<file path="src/rtl/cpu_sram_bridge.sv">
// CPU byte-bus responder backed by a 16-bit async SRAM with programmable wait states.
// A one-word read buffer lets repeated reads of the same word complete without stalling.
module cpu_sram_bridge #(
    parameter int WAIT = 1
) (
    input  logic        clock,
    input  logic        reset,
    input  logic [31:0] address,
    input  logic        we,
    input  logic [7:0]  out,
    output logic [7:0]  in,
    output logic        ce,
    output logic [18:0] sram_a,
    input  logic [15:0] sram_di,
    output logic [15:0] sram_do,
    output logic        sram_oe,
    output logic        sram_we,
    output logic        sram_ub,
    output logic        sram_lb
);

    typedef enum logic [1:0] {IDLE, RD, WR, DONE} state_t;

    localparam logic [3:0] WAIT_CNT = 4'(WAIT);

    state_t      state_q;
    logic [3:0]  cnt_q;
    logic [15:0] buf_q;
    logic [18:0] tag_q;
    logic        valid_q;
    logic [18:0] sram_a_q;
    logic [15:0] sram_do_q;
    logic        sram_oe_q;
    logic        sram_we_q;
    logic        sram_ub_q;
    logic        sram_lb_q;

    logic [18:0] word_addr;
    logic        hit;
    logic        unused_addr_hi;

    // Only a 1 MiB window is decoded; upper address bits alias.
    assign unused_addr_hi = ^address[31:20];
    assign word_addr      = address[19:1];
    assign hit            = valid_q && (tag_q == word_addr);

    assign ce = ((state_q == IDLE) && hit && !we) || (state_q == DONE);
    assign in = address[0] ? buf_q[15:8] : buf_q[7:0];

    assign sram_a  = sram_a_q;
    assign sram_do = sram_do_q;
    assign sram_oe = sram_oe_q;
    assign sram_we = sram_we_q;
    assign sram_ub = sram_ub_q;
    assign sram_lb = sram_lb_q;

    always_ff @(posedge clock) begin
        if (reset) begin
            state_q   <= IDLE;
            cnt_q     <= 4'd0;
            buf_q     <= 16'd0;
            tag_q     <= 19'd0;
            valid_q   <= 1'b0;
            sram_a_q  <= 19'd0;
            sram_do_q <= 16'd0;
            sram_oe_q <= 1'b0;
            sram_we_q <= 1'b0;
            sram_ub_q <= 1'b0;
            sram_lb_q <= 1'b0;
        end else begin
            case (state_q)
                IDLE: begin
                    if (we) begin
                        sram_a_q  <= word_addr;
                        sram_do_q <= {out, out};
                        sram_ub_q <= address[0];
                        sram_lb_q <= !address[0];
                        sram_we_q <= 1'b1;
                        cnt_q     <= WAIT_CNT;
                        state_q   <= WR;
                        // Write-through keeps the buffered word coherent; misses do not allocate.
                        if (hit) begin
                            if (address[0]) begin
                                buf_q[15:8] <= out;
                            end else begin
                                buf_q[7:0] <= out;
                            end
                        end
                    end else if (!hit) begin
                        sram_a_q  <= word_addr;
                        sram_oe_q <= 1'b1;
                        cnt_q     <= WAIT_CNT;
                        state_q   <= RD;
                    end
                end
                RD: begin
                    if (cnt_q != 4'd0) begin
                        cnt_q <= cnt_q - 4'd1;
                    end else begin
                        buf_q     <= sram_di;
                        tag_q     <= sram_a_q;
                        valid_q   <= 1'b1;
                        sram_oe_q <= 1'b0;
                        state_q   <= DONE;
                    end
                end
                WR: begin
                    if (cnt_q != 4'd0) begin
                        cnt_q <= cnt_q - 4'd1;
                    end else begin
                        sram_we_q <= 1'b0;
                        sram_ub_q <= 1'b0;
                        sram_lb_q <= 1'b0;
                        state_q   <= DONE;
                    end
                end
                DONE: begin
                    state_q <= IDLE;
                end
                default: begin
                    state_q <= IDLE;
                end
            endcase
        end
    end

endmodule

</file>
<file path="config.mk">
export PLATFORM = sky130hd
export DESIGN_NAME = cpu_sram_bridge
export DESIGN_NICKNAME = d
export VERILOG_FILES = /design/src/rtl/cpu_sram_bridge.sv
export SDC_FILE = /design/constraint.sdc
export NUM_CORES = 1
export LEC_CHECK = 0
export ABC_AREA = 1
export BUFFER_PORTS_ARGS = -buffer_cell sky130_fd_sc_hd__buf_4
export CAP_MARGIN = 5
export CORE_MARGIN = 2
export CORE_UTILIZATION = 25
export DETAILED_ROUTE_END_ITERATION = 16
export SETUP_SLACK_MARGIN = 0.5
export SLEW_MARGIN = 10
export SYNTH_ARGS = -nofsm -noshare
export SYNTH_HDL_FRONTEND = slang
export SYNTH_SLANG_ARGS = --single-unit
</file>
<file path="constraint.sdc">
create_clock -name clock -period 2.26 [get_ports clock]
set_clock_uncertainty 0.15 [all_clocks]
set_input_delay 0.226 -clock clock [delete_from_list [all_inputs] [get_ports clock]]
set_output_delay 0.226 -clock clock [all_outputs]
set_load 0.02 [all_outputs]
</file>
==> impl_metrics.toml, run 1 <==
[critical_path]
arrival_ps = 1620
worstRegToRegCells = 14
worstSetupPathType = "reg -> out"
r2r_end = "buf_q[0]"
cp-endpoint = "ce"
crit_slowest_cell = "dfxtp_2"
worstPathMaxFanout = 5
cp_cell_sequence = "inv_1 -> ha_4 -> inv_2 -> nor2_2 -> nand4_1 -> inv_1 -> or2_4 -> buf_6"
worstSetupStartpointType = "register"
crit_path_end_kind = "primary output"
crit_path_start = "state_q[0]"
max_stage_delay_ps = 340
cp_common_cell = "inv_1"
required_ps = 1880
ff2ff_setup_slack_ps = 360
rr_startpoint = "tag_q[5]"

[sta]
drv_slew = 0
timing.fmax_mhz = 500.4
tns_ps = 0
grt_setup_unrepaired = "true"
worstMarginPinSlew_ps = 453.6
setup_viol = 0
relSlewSlack_pct = 69.76
fin_crit_sh_pct = 88.42
hold_violations = 0
finalCriticalPeriod_ps = 1998

[hold_path]
min_path_type = "in -> reg"

[placement]
place_inst = 800
place_congestion = 0.8283
place_hpwl_mm = 7.171
io_buffers = 94

[run_status]
run_status = "finished clean"

[yosys]
netlist_top_cells_area = "dfxtp_1 40%, nand2_1 13%, a21oi_1 9.4%, inv_1 8.5%, nor2_1 5.7%"
netlist.area_leader.share_pct = 39.96
mappedNetlistNets = 609
synth_top_area_cell = "dfxtp_1"
seq_area_frac_synth_pct = 39.96
synth_cells = 545
synth_area_mm2 = 0.003657
yosys_warnings = 0
synth_cell_types = 24
yosys_register_bits = 73
avgSynthCellArea_um2 = 6.711

[drt]
viasPerCell = 4.383
first_pass_iters = 4
vias = 3682
ant_nets = 0
drc = 0
drt_iter0_drc = 186
wl_per_cell_um = 12.74
drt_wl_total_mm = 10.70

[floorplan]
die_w_um = 125.0
ios = 107
fp.dieArea_mm2 = 0.01561
core-area_mm2 = 0.01442
row_count = 44
fp.dieH_um = 125.0
start_util_pct = 25.36

[power]
peakVddDrop_mv = 0.5070
powerDensity_mw_per_mm2 = 1290
leakage_nw = 2.418

[cells_and_area]
syn_to_final_growth_pct = 44.41
nets = 715
final_cells = 840
drive_gt1_share_pct = 32.47
antenna_cells = 0
fillCellCount = 1551

[cts]
numCtsBuffers = 9
clock-sinks = 73
cts_root_buf = "clkbuf_16"
clkSlewWorstSetupHoldPaths_ps = 60
clock_path_buffers = 2
clock_latency_ps = 330
cts_tree = "done"
cts-htree-levels = 3

[global_routing]
grt_max_degree = 47
antenna_found_initial = 0
grt_pass1_wl_mm = 16.26
grtUsageTotal_pct = 12.90
grt.overflow.total = 0
grt_pass1_vias = 3233

[run]
maxCapViolCount = 0
[through the flow]
stage | hold slack, ps | utilization (%) | instance area, um^2 | power [mW] | setup slack (ps)
2_1_floorplan | 219.9 | - | 3684 | 3.759 | 504.5
3_3_place_gp | 287.0 | 31.34 | 4521 | 4.556 | 327.2
3_5_place_dp | 289.8 | 31.34 | 4521 | 4.575 | 297.7
4_1_cts | 0.2068 | 34.60 | 4991 | 6.275 | 261.4
5_1_grt | 18.08 | 36.62 | 5281 | 7.283 | 186.5
6_report | 7.054 | 36.62 | 5281 | 6.811 | 261.7
[worst min-delay path by stage]
stage,startpoint,to,slack [ps],cells past startpoint
after floorplan,address[11],sram_a[10],220,2
after global placement,valid_q,valid_q,290,2
after detailed placement,valid_q,valid_q,290,2
after CTS,address[7],sram_a[6],0.2,3
after global routing,out[6],sram_do[14],20,3
final,out[2],sram_do[10],7,3
[cells in the mapped netlist, drive strengths merged]
cell	count
dfxtp	73
or2	2
nor2	56
clkbuf	18
o21ai	43
a21oi	71
nand4	18
nand3	27
clkinv	1
nand2	124
ha	5
xnor2	5
nor3	2
inv	84
buf	16
[sequential cells by signal, indices dropped and copies added (netlist names)]
name,cells
sram_ub,1
sram_we,1
sram_lb,1
tag_q,19
sram_do,8
sram_oe,1
state_q,2
sram_a,19
valid_q,1
cnt_q,4
buf_q,16
[power by group]
group	switching (mW)	internal (mW)	leakage [nW]
Sequential	0.218	1.65	0.604
Clock	0.558	0.744	0.129
Combinational	2.03	1.61	1.68
Total	2.81	4.00	2.42
[cell usage in the layout (no fill, tap or decap), drive strengths merged]
cell / Yosys / layout
dfxtp: 73 / 73
nand3: 27 / 27
nand2: 124 / 124
ha: 5 / 5
or2: 2 / 2
clkinvlp: 0 / 3
nand4: 18 / 18
nor3: 2 / 2
clkinv: 1 / 4
clkbuf: 18 / 11
nor2: 56 / 56
buf: 16 / 128
xnor2: 5 / 5
a21oi: 71 / 71
o21ai: 43 / 43
inv: 84 / 84
[kinds of logic after synthesis]
logic type / Yosys count / synth area share [%]
and+or+nand+nor: 229 / 27.06
buffers and inverters: 119 / 13.75
AOI/OAI and AO/OA: 114 / 16.32
DFF: 73 / 39.96
xor gates and xnor gates: 5 / 1.197
adders and majority gates: 5 / 1.711
[what timing repair did]
item                                    4_1_cts  5_1_grt
pin swaps                                     6       29
buffers inserted                             10       12
endpoints found under the setup margin       51       44
hold buffers                                  0        0
gates resized for setup                      20       65
cloned                                        1        1
[layout make-up]
| cell class | count | area [um^2] | area share [%] |
|---|---|---|---|
| Clock buffer | 10 | 229.0 | 4.335 |
| Clock inverter | 6 | 42.54 | 0.8055 |
| Inverter | 85 | 327.8 | 6.207 |
| Multi-Input combinational cell | 353 | 1862 | 35.25 |
| Sequential cell | 73 | 1479 | 28.00 |
| Tap cell | 184 | 230.2 | 4.359 |
| Timing Repair Buffer | 129 | 1111 | 21.04 |
[worst max-delay path, delay by kind of cell, from the launching register on]
kind	cells	cell delay [ps]
flip-flops	1	340
buffers and inverters	4	360
adder cells (fa/ha/maj)	1	180
AND/OR/NAND/NOR	3	400
[routing by layer]
metal | vias up | wire length (um) | track usage, %
li1 | 1930 | - | -
met5 | - | 0 | 0
met1 | 1660 | 5012 | 17.55
met3 | 15 | 310 | 2.011
met2 | 77 | 5150 | 20.38
met4 | 0 | 227 | 5.556
No activity file was read; power rests on OpenSTA's default activity.
==> run 2, diff against run 1 <==
CORE_ASPECT_RATIO = 2   (was default)
CORE_MARGIN = 8   (was 2)
TNS_END_PERCENT = 30   (was default)
==> run 2 against run 1 <==
Effect of this change: count of clock-buffer cells in the layout up 2; total power up 5.1%; hold slack improved by 2.7 ps; largest power group unchanged; sequential power about the same; sequential cell count is the same; clock power grew 32%; combinational power shrank 1%.
==> impl_metrics.toml, run 2 (synthesis gave the netlist of run 1 again) <==
[run_status]
run_status = "finished clean"

[cells_and_area]
layout_common_cells = "113 x buf_4, 105 x nand2_1, 68 x a21oi_1, 67 x inv_1, 60 x dfxtp_1"
final_cell_area_mm2 = 0.005424
nets = 720
mostFrequentLayoutCell = "buf_4"
syn_to_final_growth_pct = 48.31
drive_gt1_share_pct = 32.38
utilization_pct = 37.79
antenna_cells = 0

[sta]
hold_ws_ps = 9.765
hold_violations = 0
timing.fmax_mhz = 487.4
tns_ps = 0
setup_viol = 0
drv_slew = 0
worst_slack_ps = 208.2
grt_setup_unrepaired = "true"
relSlewSlack_pct = 66.86
fin_crit_sh_pct = 90.79
finalCriticalPeriod_ps = 2052
worstMarginPinSlew_ps = 496.6

[power]
peakVddDrop_mv = 0.5802
leakage_nw = 2.516
powerDensity_mw_per_mm2 = 1320

[cts]
clkSlewWorstSetupHoldPaths_ps = 60
cts_root_buf = "clkbuf_16"
clock-sinks = 73
numCtsBuffers = 9
clock_path_buffers = 2
clock_latency_ps = 340
cts_tree = "done"
cts-htree-levels = 3

[critical_path]
cp_common_cell = "nand2_1"
crit_slowest_cell = "dfxtp_2"
worstSetupStartpointType = "register"
worstPathMaxFanout = 2
critPathBufInv = 4
max_stage_delay_ps = 330
crit_path_end_kind = "primary output"
required_ps = 1880
crit_family = "simple AND/OR/NAND/NOR gates"
arrival_ps = 1680
cp_cell_sequence = "inv_2 -> nand2_2 -> nand2_1 -> nor2_1 -> nand2_1 -> nor2_2 -> buf_4 -> nand4_1 -> inv_1 -> or2_4 -> buf_6"
worstSetupPathType = "reg -> out"

[global_routing]
grt_max_degree = 36
grtUsageTotal_pct = 12.83
grt_pass1_vias = 3725
grt.overflow.total = 0
antenna_found_initial = 0
grt_pass1_wl_mm = 18.71

[drt]
met2_length_mm = 7.113
viasPerCell = 4.417
ant_nets = 0
wl_per_cell_um = 14.44
wl_met1_mm = 4.432
drt_wl_total_mm = 12.32
drt_iter0_drc = 146
top_layer = "met4"
first_pass_iters = 4
drc = 0
wl_met3_um = 458
vias = 3768

[floorplan]
start_util_pct = 25.48
row_count = 62
fp.dieArea_mm2 = 0.01899
die_w_um = 101.5
ios = 107
fp.dieH_um = 187.1
core-area_mm2 = 0.01435

[run]
maxCapViolCount = 0

[placement]
place_hpwl_mm = 8.592
place_congestion = 0.7905
post-place-ws_ps = 287.9
io_buffers = 94
dpl-instance-area_mm2 = 0.004543

[hold_path]
min_path_type = "in -> reg"
run 2: cell types whose count changed in the layout (fill, tap and decap cells not counted), moves of 3 or more:
cell / before / now
nand2_1: 102 / 105
inv_2: 9 / 17
dlygate4sd3_1: 0 / 5
dfxtp_1: 63 / 60
dfxtp_2: 8 / 13
nor2_4: 4 / 0
o21ai_0: 37 / 40
clkinvlp_4: 3 / 0
inv_1: 73 / 67
buf_6: 8 / 5
bufinv_16: 0 / 3
nor2_1: 45 / 50
nand2_2: 18 / 15
run 2: layout make-up:
type	count	area [um^2]
Fill cell	1538	8927
Multi-Input combinational cell	353	1832
Sequential cell	73	1478
Timing Repair Buffer	134	1200
Inverter	85	319.1
Clock buffer	12	256.5
Tap cell	192	240.2
Clock inverter	4	98.84
run 2: where the power goes:
group	switching (mW)	total (mW)	internal, mW	leakage [nW]
Sequential	0.209	1.86	1.65	0.605
Combinational	2.01	3.59	1.58	1.74
Clock	0.577	1.72	1.14	0.173
run 2: through the flow:
step / total power [mW] / instances
2_1_floorplan: 3.757 / 545
3_3_place_gp: 4.615 / 810
3_5_place_dp: 4.652 / 810
4_1_cts: 6.901 / 846
5_1_grt: 7.621 / 853
6_report: 7.162 / 853
run 2: worst paths after layout:
path,start,endpoint,slack [ps],cells after the start
max,tag_q[11],ce,210,11
min,address[8],sram_a[7],10,3
max reg2reg,tag_q[11],buf_q[14],270,16
min reg2reg,tag_q[8],tag_q[8],300,2
run 2: repair_timing:
action | CTS | global route
gates resized for setup | 45 | 33
setup endpoints to repair | 42 | 47
pin swaps | 23 | 25
endpoints found under the hold margin | 5 | 0
hold buffers | 5 | 0
gates cloned | 2 | 2
buffers inserted | 13 | 5
run 2: worst reg2reg max path, stage by stage (launching register included):
cell     delay, ps
dfxtp_2        330
inv_2           40
nand2_2         70
nand2_1         50
nor2_1          70
nand2_1         80
nor2_2         150
buf_4          140
buf_6          100
nand3_4         60
nand2_4         90
buf_12         130
buf_12         100
nand3_4        140
nand2_2        120
inv_2           30
nor2_1          70
run 2: routing by layer:
| layer | track usage (%) | vias to the layer above |
|---|---|---|
| met5 | 0 | - |
| met4 | 5.488 | 0 |
| met3 | 2.535 | 19 |
| met2 | 25.01 | 92 |
| met1 | 12.11 | 1719 |
| li1 | - | 1938 |
==> run 3, diff against run 2 <==
BUFFER_PORTS_ARGS = -buffer_cell sky130_fd_sc_hd__buf_2   (was -buffer_cell sky130_fd_sc_hd__buf_4)
CAP_MARGIN = 20   (was 5)
==> run 3 against run 2 <==
Effect of this change: first-iteration DRC count increased by 9.6%; critical path depth down 1; largest power group unchanged; sequential power barely moved; sequential share of layout area rose by 1.2 points; global-route usage up 0.13 points; critical path type unchanged.
==> impl_metrics.toml, run 3 (synthesis gave the netlist of run 1 again) <==
[sta]
grt_setup_unrepaired = "true"
relSlewSlack_pct = 60.14
finalCriticalPeriod_ps = 2046
fin_crit_sh_pct = 90.54
setup_viol = 0
worstMarginPinSlew_ps = 594.2
hold_violations = 0
timing.fmax_mhz = 488.7
tns_ps = 0
drv_slew = 0
worst_slack_ps = 213.8

[cts]
clkSlewWorstSetupHoldPaths_ps = 60
clock_latency_ps = 330
clock_path_buffers = 2
clock-sinks = 73
cts_root_buf = "clkbuf_16"
cts_tree = "done"
numCtsBuffers = 9
cts-htree-levels = 3

[power]
switching_share_pct = 40.07
seq_power_share_pct = 26.7
totalPowerFinal_mw = 6.956
peakVddDrop_mv = 0.5850
internal_power_mw = 4.169
p_comb_share_pct = 50.3
powerDensity_mw_per_mm2 = 1335
leakage_nw = 2.475
p_switching_mw = 2.787
pwr-share-clk_pct = 23.0

[floorplan]
core-area_mm2 = 0.01435
row_count = 62
die_w_um = 101.5
ios = 107
fp.dieH_um = 187.1
fp.dieArea_mm2 = 0.01899
start_util_pct = 25.48

[critical_path]
worstPathMaxFanout = 3
crit_path_end_kind = "primary output"
worstSetupStartpointType = "register"
arrival_ps = 1670
required_ps = 1880
worstSetupPathType = "reg -> out"

[cells_and_area]
drive_gt1_share_pct = 31.52
syn_to_final_growth_pct = 42.42
final_cells = 858
mostFrequentLayoutCell = "nand2_1"
nets = 723
layout_common_cells = "115 x nand2_1, 93 x buf_2, 72 x inv_1, 65 x a21oi_1, 58 x dfxtp_1"
final_cell_area_mm2 = 0.005209

[global_routing]
grt_max_degree = 36
grtUsageTotal_pct = 12.96
grt_pass1_wl_mm = 18.88
grt.overflow.total = 0
antenna_found_initial = 3
grt_pass1_vias = 3703

[drt]
viasPerCell = 4.341
drt_wl_total_mm = 12.43
wl_per_cell_um = 14.48
drc = 0
ant_nets = 0
vias = 3725
drt_iter0_drc = 160
first_pass_iters = 4

[placement]
dpl-instance-area_mm2 = 0.004315
place_hpwl_mm = 8.402
post-place-ws_ps = 290.7
place_inst = 811
io_buffers = 94
place_congestion = 0.7755

[run_status]
run_status = "finished clean"

[run]
maxCapViolCount = 0

[hold_path]
min_path_type = "in -> reg"
run 3: stage by stage:
step | hold slack, ps | util, %
floorplan | 219.9 | -
global placement | 292.4 | 30.07
detailed placement | 300.0 | 30.07
CTS | 0.02842 | 34.96
global route | 8.459 | 36.29
finish | 9.568 | 36.29
run 3: layout make-up:
class	instances	area, um^2
fillers	1547	9143
multi-input cells	353	1826
flip-flops and latches	73	1480
repair buffers	137	1007
inverters	85	319.1
clock buffers	11	252.7
well taps	192	240.2
clock inverters	4	76.32
diodes	3	7.507
run 3: power groups by stage:
stage               Combinational (mW)  Clock [mW]  Sequential (mW)
finish                            3.50        1.60             1.86
global route                      3.86        1.71             1.91
CTS                               3.23        1.64             1.85
detailed placement                2.63           0             1.87
global placement                  2.61           0             1.86
floorplan                         1.78           0             1.98
run 3: layer usage:
metal  vias up  part of all wire, %  track usage, %
li1       1945                    -               -
met1      1682                   37           12.23
met2        78                   56           24.35
met3        20                  3.7           2.722
met4         0                  3.3           7.395
met5         -                    0               0
run 3: worst max-delay path, cell delays in order (launching register included):
cell and delay [ps]:
dfxtp_2 330, inv_1 50, nand2_1 70, nand2_1 70, nor2_2 120, nand2_1 90, nor2_4 130, nand4_1 170
inv_1 90, or2_4 110, buf_6 110
run 3: path summary, 6_finish.rpt:
path | start | cells past startpoint | endpoint | slack (ps)
min reg2reg | tag_q[18] | 2 | tag_q[18] | 300
min | address[1] | 3 | sram_a[0] | 10
max reg2reg | tag_q[6] | 14 | sram_a[18] | 270
max | tag_q[6] | 10 | ce | 210
run 3: timing repair:
action / in CTS / in global routing
setup buffers: 13 / 6
setup endpoints to repair: 41 / 52
resized for setup: 48 / 22
gates cloned: 3 / 3
endpoints found under the hold margin: 4 / 0
pin swaps: 15 / 19
hold buffers: 4 / 0
